$ cat config.mk
export PLATFORM = sky130hd
export DESIGN_NAME = ddr_calib_gate
export DESIGN_NICKNAME = d
export VERILOG_FILES = /design/src/rtl/ddr_calib_gate.sv
export SDC_FILE = /design/constraint.sdc
export NUM_CORES = 1
export LEC_CHECK = 0
export ABC_AREA = 0
export CORE_MARGIN = 5
export CORE_UTILIZATION = 30
export DETAILED_ROUTE_END_ITERATION = 8
export MAX_ROUTING_LAYER = met4
export SYNTH_ARGS = -nofsm -noshare
export SYNTH_HDL_FRONTEND = slang
export SYNTH_SLANG_ARGS = --single-unit
$ cat constraint.sdc
create_clock -name clk_i -period 5.3 [get_ports clk_i]
set_clock_uncertainty 0.05 [all_clocks]
set_input_delay 0.795 -clock clk_i [delete_from_list [all_inputs] [get_ports clk_i]]
set_output_delay 0.795 -clock clk_i [all_outputs]
set_load 0.05 [all_outputs]
$ cat src/rtl/ddr_calib_gate.sv
// Multi-channel memory bring-up sequencer: per-channel reset pulse, calibration wait with
// timeout and bounded retry, and a valid/ready gate. Optional macro: DDR_CALIB_GATE_HS_CNT_EN.
module ddr_calib_gate #(
  parameter int unsigned N_CH       = 2,
  parameter int unsigned RST_CYCLES = 16,
  parameter int unsigned TIMEOUT    = 1048576,
  parameter int unsigned MAX_RETRY  = 3,
  localparam int unsigned RW        = (MAX_RETRY > 0) ? $clog2(MAX_RETRY + 1) : 1
) (
  input  logic               clk_i,
  input  logic               rst_i,
  input  logic [N_CH-1:0]    calib_done_i,
  input  logic [N_CH-1:0]    cmp_err_i,
  output logic [N_CH-1:0]    mem_rst_o,
  input  logic [N_CH-1:0]    req_valid_i,
  output logic [N_CH-1:0]    req_ready_o,
  output logic [N_CH-1:0]    dn_valid_o,
  input  logic [N_CH-1:0]    dn_ready_i,
  output logic [N_CH-1:0]    ch_ready_o,
  output logic [N_CH-1:0]    ch_fail_o,
  output logic [N_CH*RW-1:0] retry_cnt_o
`ifdef DDR_CALIB_GATE_HS_CNT_EN
  ,
  output logic [N_CH*32-1:0] hs_cnt_o
`endif
);

  localparam int unsigned CW = $clog2((TIMEOUT > RST_CYCLES) ? TIMEOUT : RST_CYCLES);

  localparam logic [2:0] ST_RST_HOLD = 3'd0;
  localparam logic [2:0] ST_WAIT_CAL = 3'd1;
  localparam logic [2:0] ST_READY    = 3'd2;
  localparam logic [2:0] ST_DRAIN    = 3'd3;
  localparam logic [2:0] ST_FAIL     = 3'd4;

  for (genvar k = 0; k < N_CH; k++) begin : g_ch
    logic [2:0]    r_state;
    logic [2:0]    w_state_nxt;
    logic [CW-1:0] r_cnt;
    logic [CW-1:0] w_cnt_nxt;
    logic [RW-1:0] r_retry;
    logic [RW-1:0] w_retry_nxt;
    logic          w_open;
    logic          w_stall;
    logic          w_event;
    logic          w_cal_ok;
    logic          w_attempt_fail;

    assign w_open   = (r_state == ST_READY) || (r_state == ST_DRAIN);
    assign w_stall  = req_valid_i[k] & ~dn_ready_i[k];
    assign w_event  = ~calib_done_i[k] | cmp_err_i[k];
    assign w_cal_ok = calib_done_i[k] & ~cmp_err_i[k];

    always_comb begin
      w_state_nxt    = r_state;
      w_cnt_nxt      = r_cnt;
      w_retry_nxt    = r_retry;
      w_attempt_fail = 1'b0;
      case (r_state)
        ST_RST_HOLD: begin
          if (r_cnt == CW'(RST_CYCLES - 1)) begin
            w_cnt_nxt   = '0;
            w_state_nxt = ST_WAIT_CAL;
          end else begin
            w_cnt_nxt = r_cnt + 1'b1;
          end
        end
        ST_WAIT_CAL: begin
          w_cnt_nxt = r_cnt + 1'b1;
          // Calibration success wins over a timeout landing on the same cycle.
          if (w_cal_ok) begin
            w_cnt_nxt   = '0;
            w_state_nxt = ST_READY;
          end else if ((r_cnt == CW'(TIMEOUT - 1)) || cmp_err_i[k]) begin
            w_attempt_fail = 1'b1;
          end
        end
        ST_READY: begin
          if (w_event) begin
            if (w_stall) w_state_nxt = ST_DRAIN;
            else         w_attempt_fail = 1'b1;
          end
        end
        ST_DRAIN: begin
          // Hold the gate open until the pending valid has been accepted.
          if (!w_stall) w_attempt_fail = 1'b1;
        end
        ST_FAIL: begin
          w_state_nxt = ST_FAIL;
        end
        default: begin
          w_cnt_nxt   = '0;
          w_state_nxt = ST_RST_HOLD;
        end
      endcase

      if (w_attempt_fail) begin
        w_cnt_nxt = '0;
        if (32'(r_retry) < MAX_RETRY) begin
          w_retry_nxt = r_retry + 1'b1;
          w_state_nxt = ST_RST_HOLD;
        end else begin
          w_state_nxt = ST_FAIL;
        end
      end
    end

    always_ff @(posedge clk_i) begin
      if (rst_i) begin
        r_state <= ST_RST_HOLD;
        r_cnt   <= '0;
        r_retry <= '0;
      end else begin
        r_state <= w_state_nxt;
        r_cnt   <= w_cnt_nxt;
        r_retry <= w_retry_nxt;
      end
    end

    assign mem_rst_o[k]           = (r_state == ST_RST_HOLD);
    assign ch_ready_o[k]          = (r_state == ST_READY);
    assign ch_fail_o[k]           = (r_state == ST_FAIL);
    assign dn_valid_o[k]          = w_open & req_valid_i[k];
    assign req_ready_o[k]         = w_open & dn_ready_i[k];
    assign retry_cnt_o[k*RW +: RW] = r_retry;

`ifdef DDR_CALIB_GATE_HS_CNT_EN
    logic [31:0] r_hs_cnt;

    always_ff @(posedge clk_i) begin
      if (rst_i) begin
        r_hs_cnt <= '0;
      end else if (dn_valid_o[k] && dn_ready_i[k] && (r_hs_cnt != 32'hFFFF_FFFF)) begin
        r_hs_cnt <= r_hs_cnt + 32'd1;
      end
    end

    assign hs_cnt_o[k*32 +: 32] = r_hs_cnt;
`endif
  end

endmodule
==> out/qor.txt <==
status -> complete, no violations
io pins -> 24
routability cong. -> 0.834
Post-synth EDFFs -> 0
clock buffer count from CTS -> 5
CTS Hold Bufs -> 0
clock power share -> 0.393
Final WS setup -> 2070 ps
RSZ-0062 raised after global routing -> no
Filler cells -> 967
Int Pwr -> 0.000541 W
Post CTS Setup Buffer Count -> 0
crit path cell chain -> nor2b_1, and2_1, clkdlybuf4s50_1
Worst-Skew Late Latency -> 310 ps
core box area -> 9150 um^2
maxcap violations -> 0
layout cells sized above 1 -> 0.122
area grow syn2layout -> 15.2%
critical path's slowest cell -> clkdlybuf4s50_1
Peak Freq -> 0.310 GHz
flip-flop and latch area -> 1000 um^2
H-tree depth -> 2
Comb power frac -> 0.061
std cell rows -> 35
final setup fails -> 0
NetSw -> 0.000167 W
vias per cell -> 5.13
HP Class -> reg -> reg
Worst EP arrival -> 2380 ps
dominant cell type by area after synthesis -> dfxtp_1
Net Count, Synth -> 335
Reg clk slew, reported paths -> 90 ps
Crit Path Class -> reg -> out
DIE HEIGHT -> 106 um
critical path's largest stage delay -> 820 ps
DRC -> 0
#FFs+latches synth -> 50
number of global-route vias before repair -> 2278
Fin. Hold Viols -> 0
Syn. warnings -> 0
Crit Path Max Fanout -> 10
final net count -> 356
Tightest Pin Transition -> 676 ps
P_leak -> 1.13 nW
hold slack -> 433 ps
mean post-synth cell area -> 8.65 um^2
Post-synth top flop -> dfxtp_1
synth unique cells -> 58
Final Max Slew Viols -> 0
first-pass GRT wire length -> 10.6 mm
share of the synthesized area in the top cell type -> 0.360
DR WL/cell -> 13.4 um
PwrDens -> 221 nW/um^2
Synth async-reset ratio -> 0
post-CTS sizing -> 0
Layout Cells excl Fill -> 454
Longest Clk Path Bufs -> 2
total via count in the routed design -> 2327
Worst setup SP type -> flip-flop
DR iter-0 viols -> 69
synth cell count leaders -> dfxtp_1 (50), nor2_1 (46), nand2_1 (30)
Final Cycle Share -> 0.609
synth top area cells -> dfxtp_1 (36%), xor2_1 (7.9%), nor2_1 (6.2%), nand2_1 (4.1%), nand3_1 (2.9%)
root buffer cell -> clkbuf_8
Sink Count -> 50
Cell Area, Synth -> 2780 um^2
minimum clock period -> 3230 ps
sequential share of the synthesized area -> 0.360
n_diodes -> 0
Multi-input gate area -> 1700 um^2
grt ovf -> 0
most frequent cell after synthesis -> dfxtp_1
DP HPWL -> 4.43 mm
DP Cell Count -> 446
DRT antenna net count -> 0
power share of the sequential group -> 0.546
Starting Density -> 0.303
Detailed Routing Iterations Pass 1 -> 4
Syn Inst Count -> 321
die footprint -> 11300 um^2
VDD IR max -> 0.000158 V
kind of end point of the critical path -> output pin
WL final -> 6.10 mm
GRT Util Overall -> 0.116
die extent in x -> 106 um
largest net degree at the start of global routing -> 18
worst slew margin relative to its limit -> 0.546
CTS tree -> yes
TNS Setup -> 0 ps
required time worst endpoint -> 4450 ps
Post-Place Setup Slack -> 2150 ps
switch share -> 0.235
initial antenna violation count -> 0
IO Port Bufs -> 23
-- registers in the layout (all words and copies together) (netlist names) --
name          count
g_ch.r_retry      4
g_ch.r_cnt       40
g_ch.r_state      6
-- through the flow --
step	power, W	util	instance area, um^2
floorplan	0.000423	-	2780
global placement	0.000438	0.337	3090
detailed placement	0.000438	0.337	3090
CTS	0.000719	0.350	3200
global route	0.000738	0.350	3200
finish	0.000708	0.350	3200
-- worst max-delay path: cells and delay by family (launching register included) --
kind | cells | cell delay (ps)
simple gates | 2 | 740
buf+inv | 1 | 820
flops | 1 | 520
-- layer usage --
layer	global-route usage	wire length, um	vias up
li1	-	-	1184
met1	0.147	2960	1093
met2	0.178	2800	42
met3	0.0267	264	8
met4	0.0463	80	0
met5	-	0	-
-- cells by family after synthesis --
kind of cell | synth area share
compound gates | 0.0959
xor+xnor | 0.104
fa+ha+maj | 0.0180
buf+inv | 0.0279
flops | 0.360
mux | 0.0189
simple gates | 0.375
-- area by class of cell --
class,instances,share of cell area
Timing Repair Buffer,23,0.0719
Multi-Input combinational cell,257,0.531
Inverter,5,0.00586
Sequential cell,50,0.313
Clock buffer,5,0.0215
Clock inverter,3,0.0137
Tap cell,111,0.0434
-- cell usage in the layout (no fill, tap or decap), types with 2 or more instances in the layout --
cell type	synthesis	final
a22oi_1	2	2
nor2_1	46	46
and3_1	9	9
nor4bb_1	2	2
clkdlybuf4s50_1	0	23
and2_1	5	5
nor4_2	2	2
mux2i_1	3	3
mux2_2	2	2
and4_4	2	2
inv_1	5	5
nor2b_1	5	5
nor3_1	7	7
a211oi_1	2	2
nor4_1	9	9
and4_1	4	4
or4_1	3	3
xnor2_1	8	8
nand3_1	16	16
a31oi_1	2	2
nor3b_2	2	2
a311oi_1	3	3
ha_1	4	4
dfxtp_1	50	50
nand2_1	30	30
nor2_2	10	10
a21oi_1	6	6
xor2_1	25	25
a41oi_1	3	3
nor2_4	2	2
clkbuf_8	0	5
nand2b_1	8	8
nand4_1	12	12
-- final timing paths --
path / from / cells after the start / to / slack, ps
hold reg to reg: g_ch[0].r_retry[1] / 2 / g_ch[0].r_retry[1] / 430
setup reg to reg: g_ch[1].r_cnt[0] / 6 / g_ch[1].r_retry[0] / 3170
setup / recovery: g_ch[1].r_state[1] / 3 / dn_valid_o[1] / 2070
hold / removal: g_ch[0].r_retry[1] / 2 / g_ch[0].r_retry[1] / 430
-- power by group through the flow --
stage	Sequential (W)	Clock [W]	Combinational [W]
floorplan	0.000395	0	0.0000285
global placement	0.000395	0	0.0000424
detailed placement	0.000395	0	0.0000430
CTS	0.000387	0.000289	0.0000434
global route	0.000388	0.000302	0.0000478
finish	0.000387	0.000278	0.0000429
(Power assumes the default switching activity.)
